[src/rtl/draw_score_pkg.sv]
// rtl/draw_score_pkg.sv - shared types, colours and row mapping for the score-bar renderer
// Purpose: FSM state enumeration, colour constants and the score-to-row function.
// Ports: none (package).
package draw_score_pkg;

  typedef enum logic [2:0] {
    IDLE,
    LOAD,
    ERASE,
    DRAW,
    NEXT,
    FIN
  } state_t;

  localparam logic [2:0] WHITE = 3'b111;
  localparam logic [2:0] BLACK = 3'b000;

  // Score 0 sits one row below the top edge so it never touches row 0.
  function automatic int base_y(input int s, input int step);
    return (s == 0) ? 1 : s * step;
  endfunction

endpackage

[src/rtl/rect_scanner.sv]
// rtl/rect_scanner.sv - column-fastest rectangle scan counter
// Purpose: walks c over 0..width-1 and r over 0..height-1, one step per enabled cycle.
// Ports:
//   clk, resetn    - clock, synchronous active-low reset
//   enable         - advance one pixel this cycle
//   clear          - force c and r back to 0 (wins over enable)
//   width, height  - rectangle size in pixels
//   c, r           - current column and row offset
//   last           - current position is the final pixel of the rectangle
module rect_scanner (
  input  logic       clk,
  input  logic       resetn,
  input  logic       enable,
  input  logic       clear,
  input  logic [7:0] width,
  input  logic [6:0] height,
  output logic [7:0] c,
  output logic [6:0] r,
  output logic       last
);

  logic [7:0] c_q, c_d;
  logic [6:0] r_q, r_d;
  logic       c_end;

  assign c_end = (c_q == 8'(width - 8'd1));
  assign last  = c_end && (r_q == 7'(height - 7'd1));
  assign c     = c_q;
  assign r     = r_q;

  always_comb begin
    c_d = c_q;
    r_d = r_q;
    if (clear) begin
      c_d = '0;
      r_d = '0;
    end else if (enable) begin
      if (c_end) begin
        c_d = '0;
        // Wrapping to the origin after the final pixel lets the next
        // rectangle start without a separate clear cycle.
        r_d = last ? 7'd0 : 7'(r_q + 7'd1);
      end else begin
        c_d = 8'(c_q + 8'd1);
      end
    end
  end

  always_ff @(posedge clk) begin
    if (!resetn) begin
      c_q <= '0;
      r_q <= '0;
    end else begin
      c_q <= c_d;
      r_q <= r_d;
    end
  end

endmodule

[src/rtl/draw_score_bars.sv]
// rtl/draw_score_bars.sv - per-player score marker renderer for a pixel framebuffer
// Purpose: on start, erases changed markers and redraws every player's marker.
// Ports:
//   clk, resetn  - clock, synchronous active-low reset
//   enable       - pixel-advance enable
//   start        - request one redraw frame (honoured only when idle)
//   scores       - packed 3-bit scores, player 0 in the LSBs
//   busy, done   - frame in progress / one-cycle completion pulse
//   plot, x, y, color - framebuffer write strobe and pixel (all zero when plot=0)
module draw_score_bars
  import draw_score_pkg::*;
#(
  parameter int                        NUM_PLAYERS = 2,
  parameter int                        BAR_W       = 30,
  parameter int                        BAR_H       = 4,
  parameter int                        MAX_SCORE   = 4,
  parameter int                        STEP_Y      = 24,
  parameter int                        X_PITCH     = 130,
  parameter logic [3*NUM_PLAYERS-1:0]  COLORS      = {3'b100, WHITE},
  parameter logic [2:0]                BG_COLOR    = BLACK
) (
  input  logic                       clk,
  input  logic                       resetn,
  input  logic                       enable,
  input  logic                       start,
  input  logic [3*NUM_PLAYERS-1:0]   scores,
  output logic                       busy,
  output logic                       done,
  output logic                       plot,
  output logic [7:0]                 x,
  output logic [6:0]                 y,
  output logic [2:0]                 color
);

  localparam int PW = (NUM_PLAYERS > 1) ? $clog2(NUM_PLAYERS) : 1;

  if ((NUM_PLAYERS - 1) * X_PITCH + BAR_W > 256) begin : g_bad_x
    $error("draw_score_bars: markers exceed 256 columns");
  end
  if (base_y(MAX_SCORE, STEP_Y) + BAR_H > 128) begin : g_bad_y
    $error("draw_score_bars: markers exceed 128 rows");
  end

  state_t                      state_q, state_d;
  logic [PW-1:0]               p_q, p_d;
  logic [3*NUM_PLAYERS-1:0]    lat_q, lat_d;
  logic [2:0]                  new_q, new_d;
  logic [2:0]                  old_q [NUM_PLAYERS];
  logic [2:0]                  old_d [NUM_PLAYERS];
  logic                        pv_q, pv_d;

  logic [2:0] raw_score, clamped, row_score;
  logic       active, scan_last;
  logic [7:0] scan_c;
  logic [6:0] scan_r;

  assign raw_score = lat_q[3*int'(p_q) +: 3];
  assign clamped   = (int'(raw_score) > MAX_SCORE) ? 3'(MAX_SCORE) : raw_score;
  assign active    = (state_q == ERASE) || (state_q == DRAW);
  assign plot      = active && enable;
  assign row_score = (state_q == ERASE) ? old_q[p_q] : new_q;
  assign busy      = (state_q != IDLE);
  assign done      = (state_q == FIN);

  rect_scanner u_scan (
    .clk    (clk),
    .resetn (resetn),
    .enable (plot),
    .clear  (state_q == LOAD),
    .width  (8'(BAR_W)),
    .height (7'(BAR_H)),
    .c      (scan_c),
    .r      (scan_r),
    .last   (scan_last)
  );

  always_comb begin
    x     = '0;
    y     = '0;
    color = '0;
    if (plot) begin
      x     = 8'(int'(p_q) * X_PITCH + int'(scan_c));
      y     = 7'(base_y(int'(row_score), STEP_Y) + int'(scan_r));
      color = (state_q == ERASE) ? BG_COLOR : COLORS[3*int'(p_q) +: 3];
    end
  end

  always_comb begin
    state_d = state_q;
    p_d     = p_q;
    lat_d   = lat_q;
    new_d   = new_q;
    old_d   = old_q;
    pv_d    = pv_q;
    case (state_q)
      IDLE: begin
        if (start) begin
          lat_d   = scores;
          p_d     = '0;
          state_d = LOAD;
        end
      end
      LOAD: begin
        new_d   = clamped;
        // Erase only when the screen is known to hold a different marker.
        state_d = (pv_q && (old_q[p_q] != clamped)) ? ERASE : DRAW;
      end
      ERASE: if (plot && scan_last) state_d = DRAW;
      DRAW:  if (plot && scan_last) state_d = NEXT;
      NEXT: begin
        old_d[p_q] = new_q;
        if (int'(p_q) < NUM_PLAYERS - 1) begin
          p_d     = PW'(p_q + 1'b1);
          state_d = LOAD;
        end else begin
          pv_d    = 1'b1;
          state_d = FIN;
        end
      end
      FIN:     state_d = IDLE;
      default: state_d = IDLE;
    endcase
  end

  always_ff @(posedge clk) begin
    if (!resetn) begin
      state_q <= IDLE;
      p_q     <= '0;
      lat_q   <= '0;
      new_q   <= '0;
      pv_q    <= 1'b0;
      for (int i = 0; i < NUM_PLAYERS; i++) old_q[i] <= '0;
    end else begin
      state_q <= state_d;
      p_q     <= p_d;
      lat_q   <= lat_d;
      new_q   <= new_d;
      pv_q    <= pv_d;
      old_q   <= old_d;
    end
  end

endmodule

[config.mk]
export PLATFORM = sky130hd
export DESIGN_NAME = draw_score_bars
export DESIGN_NICKNAME = d
export VERILOG_FILES = /design/src/rtl/draw_score_pkg.sv /design/src/rtl/rect_scanner.sv /design/src/rtl/draw_score_bars.sv
export SDC_FILE = /design/constraint.sdc
export NUM_CORES = 1
export LEC_CHECK = 0
export ABC_CLOCK_PERIOD_IN_PS = 3400
export BUFFER_PORTS_ARGS = -buffer_cell sky130_fd_sc_hd__buf_2
export CAP_MARGIN = 20
export CORE_UTILIZATION = 52
export DETAILED_ROUTE_END_ITERATION = 16
export GPL_ROUTABILITY_DRIVEN = 0
export GPL_TIMING_DRIVEN = 0
export HOLD_SLACK_MARGIN = 0.1
export PLACE_DENSITY = 0.82
export SETUP_SLACK_MARGIN = 0.15
export SKIP_LAST_GASP = 1
export SYNTH_ARGS = -nofsm -noshare
export SYNTH_HDL_FRONTEND = slang
export SYNTH_SLANG_ARGS = --single-unit
[constraint.sdc]
create_clock -name clk -period 3.4 [get_ports clk]
set_input_delay 0.68 -clock clk [delete_from_list [all_inputs] [get_ports clk]]
set_output_delay 0.68 -clock clk [all_outputs]
set_load 0.01 [all_outputs]
==> flow_metrics.py <==
metrics = {
    "worst_setup_path": {
        "rr_endpoint": "u_scan.r[6]$_SDFFE_PP0P_",
        "slowest_stage": "fa_1",
        "ff2ff_setup_slack_ps": 1480,
        "startpoint_type": "flop",
        "rr_startpoint": "state_q[1]$_SDFFE_PN0P_",
        "required_ps": 2720,
        "arrival_ps": 3200,
        "crit_family": "adder cells",
        "crit_cells": 14,
        "path_buf_inv": 3,
        "cpPeakStageDelay_ps": 490,
        "crit_chain": "clkbuf_8 > nor3b_4 > buf_6 > mux2_4 > ha_4 > fa_1 > nor2b_4 > ha_4 > nor3_2 > a211oi_2 > xor2_1 > o21ai_1 > nor3b_2 > buf_2",
        "cp-end-kind": "output pin",
        "critPathKind": "flop to output pin",
        "path_max_fanout": 5,
        "r2r_cells": 6,
        "crit_top_cell": "ha_4",
    },
    "logic_synthesis": {
        "syn_inst": 255,
        "yosysWarnings": 0,
        "synth_nets": 277,
        "synth-seq-cells": 35,
        "synth_area_leaders": "dfxtp_1 (32%), mux2i_1 (8.1%), xor2_1 (6.7%)",
        "synth_cell_types": 45,
        "synth_common_cells": "dfxtp_1 (35), nor2_1 (34), nor2b_1 (19)",
        "synth.top_cell.area_share_pct": 31.6,
        "synthFlopType": "dfxtp_1",
        "synth.most_common_cell": "dfxtp_1",
        "postSynthAreaPerCell_um2": 8.69,
        "yosysTopAreaCell": "dfxtp_1",
        "syn_area_um2": 2220,
        "synth-async-reset-ratio_pct": 0,
        "synth_edf_count": 0,
        "ys_seq_area_share_pct": 31.6,
    },
    "detailed_routing": {
        "drt_iter0_markers": 130,
        "postRouteAntennaNets": 0,
        "wl_per_cell_um": 14.5,
        "wl_um": 5090,
        "drc_errors": 0,
        "num_vias": 1904,
        "routed_via_density": 5.42,
        "firstDrtPassIters": 4,
    },
    "layout": {
        "n_antenna_cell": 0,
        "finalNetCount": 323,
        "design_area_um2": 2730,
        "syn2layout_area_growth_pct": 23.3,
        "nFillCells": 313,
        "drive_above_1_share_pct": 26.6,
        "stdcell_count": 351,
        "post-route-util_pct": 67.3,
    },
    "outcome": {
        "outcome": "finished, violations left",
        "violations": "setup timing",
    },
    "die": {
        "chipWidth_um": 67.3,
        "core_area_um2": 4060,
        "ios": 31,
        "chipHeight_um": 67.3,
        "start_util_pct": 54.6,
        "row_count": 23,
        "die-area_um2": 4530,
    },
    "sta": {
        "rsz0062_at_grt": "yes",
        "slew_violations": 0,
        "finalCritPeriodShare_pct": 114,
        "fin_crit_ps": 3880,
        "finalWorstSetupSlack_ps": -477,
        "slew_headroom_pct": 64.7,
        "setup_violations": 2,
        "tightest_slew_ps": 530,
        "fmax_mhz": 258,
        "hold_viol_final": 0,
        "finClkSkew_ps": 10.2,
    },
    "clocking": {
        "cts_max_path_buffers": 2,
        "clock_sinks": 35,
        "cts_max_level": 2,
        "clkSlewWorstSetupHoldPaths_ps": 70,
        "clk_latency_ps": 290,
        "cts_made_buffers": 5,
        "ctsHoldBuffers": 0,
        "root_buffer": "clkbuf_8",
        "cts_tree": "done",
    },
    "global_route": {
        "track_usage_pct": 24.2,
        "grt_max_degree": 11,
        "grt_pass1_vias": 1814,
        "antenna_found_initial": 0,
        "grt_pass1_wl_um": 8200,
        "grt_overflow": 0,
    },
    "placement": {
        "dp.cells": 335,
        "pre_cts_ws_ps": -407,
        "port_buffers": 30,
        "hpwl_um": 3400,
        "postPlaceCellArea_um2": 2450,
    },
    "worst_hold_path": {
        "hold_path.class": "flop to flop",
        "worstHoldPathCells": 1,
        "hold_end": "pv_q$_SDFFE_PN0P_",
        "hp-start": "pv_q$_SDFFE_PN0P_",
    },
    "pwr": {
        "ir_drop_mv": 0.149,
        "p_per_area_nw_per_um2": 343,
        "power_w": 0.000936,
        "p_leak_nw": 1.18,
    },
    "run": {
        "cap_violations": 0,
    },
}
## layout make-up
| class | instances | area (um^2) | share of cell area (%) |
|---|---|---|---|
| Buffer | 16 | 108 | 3.94 |
| Clock buffer | 6 | 72.6 | 2.66 |
| Clock inverter | 1 | 30.0 | 1.10 |
| Inverter | 6 | 22.5 | 0.824 |
| Multi-Input combinational cell | 198 | 1510 | 55.4 |
| Sequential cell | 35 | 702 | 25.7 |
| Tap cell | 50 | 62.6 | 2.29 |
| Timing Repair Buffer | 39 | 221 | 8.10 |
## stage by stage
step | hold slack [ps] | TNS, ps
6_report | 505 | -642
5_1_grt | 539 | -899
3_3_place_gp | 449 | -399
2_1_floorplan | 441 | -94.9
4_1_cts | 496 | -617
3_5_place_dp | 480 | -407
## sequential cells by signal, summed over array words and instances, names as in the netlist
name / flops
old_q: 6
u_scan.r: 7
u_scan.c: 8
pv_q: 1
new_q: 3
state_q: 3
lat_q: 6
p_q: 1
## logic make-up after synthesis
family                     count (synthesis)  share of synthesized area (%)
DFF                                       35                           31.6
buffers and inverters                     22                           4.52
AOI/OAI and AO/OA                         23                           7.23
and+or+nand+nor                          114                           28.7
muxes                                     22                           10.2
adders and majority gates                 12                           7.11
xor gates and xnor gates                  27                           10.7
## repair_timing
item,4_1_cts,5_1_grt
resized for setup,20,6
pin swaps,5,4
endpoints found under the setup margin,6,4
buffers inserted,8,1
## layout by cell type, fill, tap and decap left out, types with 7 or more instances in the layout
master / n
nor2_1: 34
dfxtp_1: 34
buf_2: 31
nor2b_1: 18
xor2_1: 17
mux2i_1: 15
buf_4: 11
xnor2_1: 10
nand2_1: 10
clkbuf_1: 9
clkbuf_8: 7
nor3_1: 7
nand3_1: 7
ha_1: 7
## routing by layer
metal	GRT usage, %	share of wire (%)	vias to the layer above
li1	-	-	961
met5	0	0	-
met2	42.9	51	41
met4	10.4	1.7	0
met3	4.05	2.9	8
met1	28.5	45	894
## worst max-delay path by stage
stage	end	slack [ps]	start
2_1_floorplan	y[6]	-90	state_q[0]$_SDFFE_PN0P_
3_3_place_gp	y[6]	-400	p_q$_SDFFE_PN0P_
3_5_place_dp	y[6]	-410	state_q[2]$_SDFFE_PN0P_
4_1_cts	y[6]	-490	state_q[0]$_SDFFE_PN0P_
5_1_grt	y[6]	-590	state_q[2]$_SDFFE_PN0P_
6_report	y[6]	-480	state_q[0]$_SDFFE_PN0P_
## worst register-to-register path: cells and delay by family (launching register included)
family / cells / cell delay, ps
flip-flops: 1 / 340
buffers and inverters: 1 / 340
XOR/XNOR: 1 / 200
AND/OR/NAND/NOR: 4 / 940
## power breakdown
group | internal, W | total (W) | switching (W) | leakage [nW]
registers | 0.000421 | 0.000433 | 0.0000128 | 0.284
clock network | 0.000215 | 0.000361 | 0.000147 | 0.0513
logic | 0.0000690 | 0.000142 | 0.0000725 | 0.849
Power figures use the tool's default switching activity.
